## src/rtl/ysyx_23060201_alu_seq_if.sv

```systemverilog
// Request/response handshake bundle for the sequential ALU.
// master = requester/consumer side, slave = ALU side.
interface ysyx_23060201_alu_seq_if #(parameter int XLEN = 32);
   logic            in_valid;
   logic            in_ready;
   logic [XLEN-1:0] a;
   logic [XLEN-1:0] b;
   logic [4:0]      ctl;
   logic            out_valid;
   logic            out_ready;
   logic [XLEN-1:0] res;

   modport master (output in_valid, a, b, ctl, out_ready,
                   input  in_ready, out_valid, res);
   modport slave  (input  in_valid, a, b, ctl, out_ready,
                   output in_ready, out_valid, res);
endinterface

```

## src/rtl/ysyx_23060201_alu_seq.sv

```systemverilog
// Sequential RV ALU: single-cycle base ops, optional bit-serial mul/div
// (enabled by YSYX_23060201_ALU_MULDIV_EN) sharing one 2*XLEN work register.
module ysyx_23060201_alu_seq #(
   parameter int XLEN = 32
) (
   input  logic                    clk,
   input  logic                    rst_n,
   ysyx_23060201_alu_seq_if.slave  bus
);
   localparam int SHW = $clog2(XLEN);

   typedef enum logic [1:0] {IDLE, BUSY, DONE} state_t;

   state_t          state, state_nxt;
   logic [XLEN-1:0] res_q;
   logic [XLEN-1:0] base_res;
   logic            accept;
   logic            m_go;
   logic            last;
   logic [SHW-1:0]  shamt;

   assign accept        = bus.in_valid & bus.in_ready;
   assign bus.in_ready  = (state == IDLE);
   assign bus.out_valid = (state == DONE);
   assign bus.res       = res_q;
   assign shamt         = bus.b[SHW-1:0];

   always_comb begin
      base_res = '0;
      if (!bus.ctl[4]) begin
         case (bus.ctl[3:0])
            4'b0000: base_res = bus.a + bus.b;
            4'b1000: base_res = bus.a - bus.b;
            4'b0001: base_res = bus.a << shamt;
            4'b0010: base_res = {{(XLEN-1){1'b0}}, $signed(bus.a) < $signed(bus.b)};
            4'b0011: base_res = {{(XLEN-1){1'b0}}, bus.a < bus.b};
            4'b0100: base_res = bus.a ^ bus.b;
            4'b0101: base_res = bus.a >> shamt;
            4'b1101: base_res = XLEN'($unsigned($signed(bus.a) >>> shamt));
            4'b0110: base_res = bus.a | bus.b;
            4'b0111: base_res = bus.a & bus.b;
            default: base_res = '0;
         endcase
      end
   end

`ifdef YSYX_23060201_ALU_MULDIV_EN
   logic [SHW-1:0]    cnt;
   // hi half = partial product / remainder, lo half = multiplier / quotient
   logic [2*XLEN-1:0] acc, acc_step, acc_sgn;
   logic [XLEN-1:0]   opd, a_keep, m_res;
   logic [2:0]        f3;
   logic              neg, dz;

   logic              is_div_in, sgn_a, sgn_b, na, nb, neg_in;
   logic [XLEN-1:0]   mag_a, mag_b;
   logic [XLEN-1:0]   hi, lo, hi_s, lo_s;
   logic [XLEN:0]     sum, sh, diff;

   always_comb begin
      is_div_in = bus.ctl[2];
      sgn_a     = is_div_in ? !bus.ctl[0] : (bus.ctl[1:0] != 2'b11);
      sgn_b     = is_div_in ? !bus.ctl[0] : !bus.ctl[1];
      na        = sgn_a & bus.a[XLEN-1];
      nb        = sgn_b & bus.b[XLEN-1];
      mag_a     = na ? -bus.a : bus.a;
      mag_b     = nb ? -bus.b : bus.b;
      // remainder sign follows the dividend; everything else is sign xor
      neg_in    = (is_div_in && bus.ctl[1]) ? na : (na ^ nb);
   end

   always_comb begin
      hi   = acc[2*XLEN-1:XLEN];
      lo   = acc[XLEN-1:0];
      sum  = {1'b0, hi} + ({1'b0, opd} & {(XLEN+1){lo[0]}});
      sh   = {hi, lo[XLEN-1]};
      diff = sh - {1'b0, opd};
      if (!f3[2])
         acc_step = {sum, lo[XLEN-1:1]};
      else if (!diff[XLEN])
         acc_step = {diff[XLEN-1:0], lo[XLEN-2:0], 1'b1};
      else
         acc_step = {sh[XLEN-1:0], lo[XLEN-2:0], 1'b0};
   end

   always_comb begin
      acc_sgn = neg ? -acc_step : acc_step;
      hi_s    = acc_step[2*XLEN-1:XLEN];
      lo_s    = acc_step[XLEN-1:0];
      m_res   = '0;
      if (!f3[2])
         m_res = (f3[1:0] == 2'b00) ? acc_sgn[XLEN-1:0] : acc_sgn[2*XLEN-1:XLEN];
      else if (!f3[1])
         m_res = dz ? '1 : (neg ? -lo_s : lo_s);
      else
         m_res = dz ? a_keep : (neg ? -hi_s : hi_s);
   end

   assign m_go = bus.ctl[4];
   assign last = (cnt == SHW'(XLEN-1));

   always_ff @(posedge clk) begin
      if (!rst_n) begin
         cnt    <= '0;
         acc    <= '0;
         opd    <= '0;
         a_keep <= '0;
         f3     <= '0;
         neg    <= 1'b0;
         dz     <= 1'b0;
      end else if (state == IDLE && accept && m_go) begin
         cnt    <= '0;
         acc    <= {{XLEN{1'b0}}, is_div_in ? mag_a : mag_b};
         opd    <= is_div_in ? mag_b : mag_a;
         a_keep <= bus.a;
         f3     <= bus.ctl[2:0];
         neg    <= neg_in;
         dz     <= (bus.b == '0);
      end else if (state == BUSY) begin
         cnt    <= cnt + SHW'(1);
         acc    <= acc_step;
      end
   end
`else
   assign m_go = 1'b0;
   assign last = 1'b1;
`endif

   always_comb begin
      state_nxt = state;
      case (state)
         IDLE:    if (accept) state_nxt = m_go ? BUSY : DONE;
         BUSY:    if (last) state_nxt = DONE;
         DONE:    if (bus.out_ready) state_nxt = IDLE;
         default: state_nxt = IDLE;
      endcase
   end

   always_ff @(posedge clk) begin
      if (!rst_n) begin
         state <= IDLE;
         res_q <= '0;
      end else begin
         state <= state_nxt;
         if (state == IDLE && accept && !m_go)
            res_q <= base_res;
`ifdef YSYX_23060201_ALU_MULDIV_EN
         else if (state == BUSY && last)
            res_q <= m_res;
`endif
      end
   end
endmodule

```

## src/flat_wrapper.sv

```systemverilog
// flat-port wrapper written by rule: the top's interface ports become plain ports
module ysyx_23060201_alu_seq_flat 
#(
   parameter int XLEN = 32
)
  (clk, rst_n, bus_in_valid, bus_a, bus_b, bus_ctl, bus_out_ready, bus_in_ready, bus_out_valid, bus_res);
  ysyx_23060201_alu_seq_if #(.XLEN(XLEN)) bus_i ();
  input  logic clk;
  input  logic rst_n;
  input wire logic [$bits(bus_i.in_valid)-1:0] bus_in_valid;
  input wire logic [$bits(bus_i.a)-1:0] bus_a;
  input wire logic [$bits(bus_i.b)-1:0] bus_b;
  input wire logic [$bits(bus_i.ctl)-1:0] bus_ctl;
  input wire logic [$bits(bus_i.out_ready)-1:0] bus_out_ready;
  output wire logic [$bits(bus_i.in_ready)-1:0] bus_in_ready;
  output wire logic [$bits(bus_i.out_valid)-1:0] bus_out_valid;
  output wire logic [$bits(bus_i.res)-1:0] bus_res;
  assign bus_i.in_valid = bus_in_valid;
  assign bus_i.a = bus_a;
  assign bus_i.b = bus_b;
  assign bus_i.ctl = bus_ctl;
  assign bus_i.out_ready = bus_out_ready;
  assign bus_in_ready = bus_i.in_ready;
  assign bus_out_valid = bus_i.out_valid;
  assign bus_res = bus_i.res;
  ysyx_23060201_alu_seq #(.XLEN(XLEN)) u_core (.clk(clk), .rst_n(rst_n), .bus(bus_i));
endmodule
```

## config.mk

```make
export PLATFORM = sky130hd
export DESIGN_NAME = ysyx_23060201_alu_seq_flat
export DESIGN_NICKNAME = d
export VERILOG_FILES = /design/src/rtl/ysyx_23060201_alu_seq_if.sv /design/src/rtl/ysyx_23060201_alu_seq.sv /design/src/flat_wrapper.sv
export SDC_FILE = /design/constraint.sdc
export NUM_CORES = 1
export LEC_CHECK = 0
export BUFFER_PORTS_ARGS = -buffer_cell sky130_fd_sc_hd__buf_4
export CAP_MARGIN = 10
export CELL_PAD_IN_SITES_DETAIL_PLACEMENT = 0
export CELL_PAD_IN_SITES_GLOBAL_PLACEMENT = 1
export CORE_ASPECT_RATIO = 0.9
export CORE_UTILIZATION = 45
export CTS_CLUSTER_DIAMETER = 120
export CTS_CLUSTER_SIZE = 8
export DETAILED_ROUTE_END_ITERATION = 10
export PLACE_DENSITY = 0.85
export RECOVER_POWER = 25
export SYNTH_ARGS = -nofsm -noshare
export SYNTH_HDL_FRONTEND = slang
export SYNTH_SLANG_ARGS = --single-unit
```

## constraint.sdc

```tcl
create_clock -name clk -period 4.05 [get_ports clk]
set_input_delay 0.2025 -clock clk [delete_from_list [all_inputs] [get_ports clk]]
set_output_delay 0.2025 -clock clk [all_outputs]
set_load 0.01 [all_outputs]
```

After elaboration in Yosys (flattened, before gate mapping)
Cells that the tools add are included.
Word-level totals
  flip-flop bits (word level): 34
  logic and storage cells: 35
  output and inout bits: 34
  input port bits: 73
Cells by class
  mux-type cells: 5
  shift-type cells: 3
  bitwise operators: 4
  $lt $le $gt $ge: 2
  equality and inequality tests: 13
  add/sub/neg operators: 2
  reduce and logical (&&, ||, !) cells: 4
Operators by type and width (number)
  case mux 32 bit (10 select lines): 1
  less-than comparator 32 bit: 2
  adder 32 bit: 1
  bitwise AND 32 bit: 1
  2-to-1 mux 32 bit: 1
  bitwise OR 32 bit: 1
  << shifter 32 x 5 -> 32 bit: 1
  >> shifter 32 x 5 -> 32 bit: 1
  >>> shifter 32 x 5 -> 32 bit: 1
  subtractor 32 bit: 1
  bitwise XOR 32 bit: 1
  == test 4 x 3 -> 1 bit (second input constant): 4
  == test 4 x 2 -> 1 bit (second input constant): 2
  == test 4 bit (second input constant): 2
  case mux 2 bit (3 select lines): 1
  == test 4 x 1 -> 1 bit (second input constant): 1
  zero test 4 bit: 1
  2-to-1 mux 2 bit: 2
  inequality test 2 bit (second input constant): 2
  == test 2 x 1 -> 1 bit (second input constant): 1
  == test 2 bit (second input constant): 1
  zero test 2 bit: 1
  AND reduction 2 bit: 1
  bitwise AND 1 bit: 1
  logical AND 1 bit: 1

Longest topological paths before layout
  depth after elaboration: 4
  gate-level depth with buffers: 15

Least setup slack after synthesis
OpenSTA, ideal clock, no wires.
  path type: input to register
  from: in bus_b[3]
  to: reg u_core.res_q[25], in the netlist u_core.bus.res[25]
  slack: 332 ps
  path buffers: 4
  stages on the path: 15
  arrival time: 3581 ps
  cell sequence: inv_1 > clkbuf_1 > clkbuf_1 > buf_1 > ha_1 > buf_2 > a21o_1 > a2bb2oi_1 > a21oi_1 > a221o_1 > a221oi_1 > o21ai_1 > a21oi_1 > mux2i_1 > a41oi_1
Between the ends
  cells in the longest elaborated chain, start to end: 3
Ends and longest elaborated chain
  start: declaration: RTL line flat_wrapper.sv:12  | input wire logic [$bits(bus_i.b)-1:0] bus_b;
  subtractor 32 bit, or another cell as far along: RTL line ysyx_23060201_alu_seq.sv:33  | 4'b1000: base_res = bus.a - bus.b;
  case mux 32 bit (10 select lines) *: RTL line ysyx_23060201_alu_seq.sv:31  | case (bus.ctl[3:0])
  2-to-1 mux 32 bit *: RTL line ysyx_23060201_alu_seq.sv:30  | if (!bus.ctl[4]) begin
  end signal: assignment: RTL line ysyx_23060201_alu_seq.sv:146  | res_q <= base_res;
  end: declaration: RTL line ysyx_23060201_alu_seq.sv:15  | logic [XLEN-1:0] res_q;
Mark *: on every way between the ends. The rest lies on a longest branch, timed or not.
A chain may end at the register's enable or synchronous reset.

Final worst setup path
  from: in bus_b[1]
  to: reg u_core.res_q[30], in the netlist u_core.bus.res[30]
Same word-level chain as after synthesis.

==> summary.txt <==
Finish
  – Nets@finish: 1590
  – Post-layout util: 51.0%
  – Layout cells sized above 1: 15.8%
  – FILL cells: 2233
  – Synthesis-to-layout area growth: 10.6%
  – Fin cells: 1709

Clocking
  – Clock-pin slew on the worst setup and hold paths: ~70 ps
  – Maximum buffer depth of the clock tree: 2
  – Total CTS buffers: 5
  – # hold bufs at CTS: 0
  – TritonCTS sink count: 33
  – Clock Latency Late Sink: roughly 300 ps
  – H-tree depth: 2
  – Clk Tree Root Cell: clkbuf_16
  – Post-cts resize count: 0
  – CTS tree: built
  – Post-CTS setup buffers: 0

Global route
  – Initial antenna violation count: 2
  – Number of global-route vias before repair: ~11k
  – Largest net degree at the start of global routing: 63
  – Global-route wire length before repair: between 60000 and 70000 um
  – GRT Total Usage: 38.7%
  – Gr ovfl total: 0

Power
  – Power Density: 194 nW/um^2
  – Max IR drop VDD: 0.000125 V
  – Pleak: 4.64 nW

Floorplan
  – Placeable Area: about 22000 sq um
  – Top-Level Pins: 107
  – Die ar.: 22800 sq um
  – Rows: 51
  – Die height: 143 um
  – Die extent in x: 159 um
  – Initial Util: 46.1%

Yosys
  – Asr flop ratio synth: 0%
  – Post-synth cell types: 88
  – Yosys warning count: 0
  – Ys flop type: dfxtp_1
  – Area leader, netlist: mux4_2
  – Post-Synthesis Cells: 1378
  – EDFF count, synth: 0
  – Sequential area share after synthesis: 6.61%
  – Mean area per synthesized cell: 7.26 sq um
  – Synth top cells by count: nor2_1 (152), a21oi_1 (137), ha_1 (100), o21ai_0 (100)
  – Synth top area share: 13.5%
  – Seq cells post-synth: 33
  – Synthesized area: 10000 sq um
  – Ranking of synthesized cells by area: mux4_2 (14%), ha_1 (13%), a21oi_1 (6.9%)
  – Count leader, synth: nor2_1
  – Synth Net Count: between 1.5k and 2k

Timing
  – Tmin final: 3380 ps
  – Setup ws final: 666 ps
  – RSZ-0062 raised after global routing: no
  – Count of final hold-check violations: 0
  – Post-Route Setup TNS: 0 ps
  – Final clock period utilization by the worst path: 83.5%
  – Worst-margin pin slew: 1130 ps
  – Clock skew: around 7 ps
  – Max Freq: 296 MHz
  – Slew margin rel.: 24.0%
  – Setup violations, final: 0
  – Pins Over Slew Limit: 0

Placement
  – Inst Count DP: approximately 1.7k
  – GPL Wtd Cong: between 1 and 1.5
  – Detailed placement HPWL: around 35000 um
  – Port Buffers: roughly 110
  – Pre-CTS WS: 448 ps

Run status
  – Status: complete, no violations

Worst setup path
  – Crit end category: register
  – Crit path required time: about 4200 ps
  – CP Buf/Inv Count: 2
  – CP startpoint kind: input port
  – Arrival time worst endpoint: 3570 ps
  – Critical path class: input port to register
  – Reg2reg path depth: 9
  – Stages on the worst setup path: 12
  – CP peak stage delay: 540 ps
  – Critical path's top delay family: compound AO/OA/AOI/OAI gates
  – Crit-path max FO: 10
  – CP cell instances: buf_4, clkinv_1, fa_1, nor2b_1, o311ai_1, a31oi_2, o221ai_2, o41ai_4, a211oi_2, o41ai_2, a221oi_1, nor4_1
  – Critical Path Slowest Stage Cell: a211oi_2

Worst hold path
  – Hold path depth: 2
  – Worst hold-check path type: input port to register

Flow run
  – Max_cap viols: 0

Drt
  – DR pass1 iterations: 6
  – DR WL/cell: 26.3 um
  – # DRC: 0
  – Via count: 11.7k
  – Initial drt markers: 1676
  – Routed WL: 45000 um
  – Antenna-violating nets left: 0
  – Via-per-instance ratio: approximately 6.9
==> kinds of logic (layout without fill, tap and decap cells) <==
family | count (synthesis) | count (layout) | synth area share, %
AOI/OAI and AO/OA | 501 | 501 | 33.4
xor gates and xnor gates | 11 | 11 | 0.963
adders and majority gates | 102 | 102 | 12.9
buffers and inverters | 209 | 247 | 8.31
DFF | 33 | 33 | 6.61
muxes | 104 | 104 | 18.0
other | 0 | 2 | 0
and+or+nand+nor | 418 | 418 | 19.8
==> path summary, 6_finish.rpt <==
check,from,to,slack (ps)
setup / recovery,bus_b[1],u_core.bus.res[30],670
hold / removal,bus_in_valid,u_core.state[1],140
hold reg to reg,u_core.bus.res[3],u_core.bus.res[3],460
setup reg to reg,u_core.state[1],u_core.bus.res[22],1570
==> metal layers <==
layer  GRT usage (%)  share of wire, %  vias up
met5               0                 0        -
met4            19.0               5.9        0
met3            8.48                11      130
met2            58.7                41      735
met1            52.1                42     5627
li1                -                 -     5251
==> state kept, by name, indices dropped and copies added, names as in the netlist <==
name,count
u_core.bus.res,32
u_core.state,1
==> cell usage in the layout, fill, tap and decap left out, types with 26 or more instances in the layout <==
cell      instances
o21ai_0         100
nor3_1           36
mux4_2           60
buf_4           126
dfxtp_1          33
a211oi_1         30
mux2i_1          34
nand2_1          94
inv_1            93
nor2_1          152
a21o_1           26
a21oi_1         137
ha_1            100
==> final cells by class <==
class,instances,area [sq um],area share (%)
Clock buffer,6,129,1.16
Antenna cell,2,5.00,0.0452
Inverter,98,368,3.32
Sequential cell,33,661,5.97
Timing Repair Buffer,141,1000,9.06
Multi-Input combinational cell,1136,8530,77.1
Clock inverter,2,10.0,0.0905
Tap cell,291,364,3.29
==> worst register-to-register path, cell delays in order (launching register included) <==
cell and delay (ps):
dfxtp_1 340, nand2b_1 160, buf_4 270, and2_1 250, a21oi_1 110, o21ai_0 90, a211oi_1 520, o221a_2 360
nor2_1 50, a211o_1 230
==> where the power goes <==
group / internal (mW) / switching (mW)
clock: 0.228 / 0.191
sequential: 0.334 / 0.00711
combinational: 0.513 / 0.872
total: 1.07 / 1.07
==> metrics by stage <==
stage	power, mW	instance area [sq um]	hold WS (ps)
6_report	2.14	11100	138
5_1_grt	2.25	11100	148
4_1_cts	2.10	11100	140
3_5_place_dp	1.69	11000	444
3_3_place_gp	1.68	11000	439
2_1_floorplan	1.24	10000	340
Power figures use the tool's default switching activity.
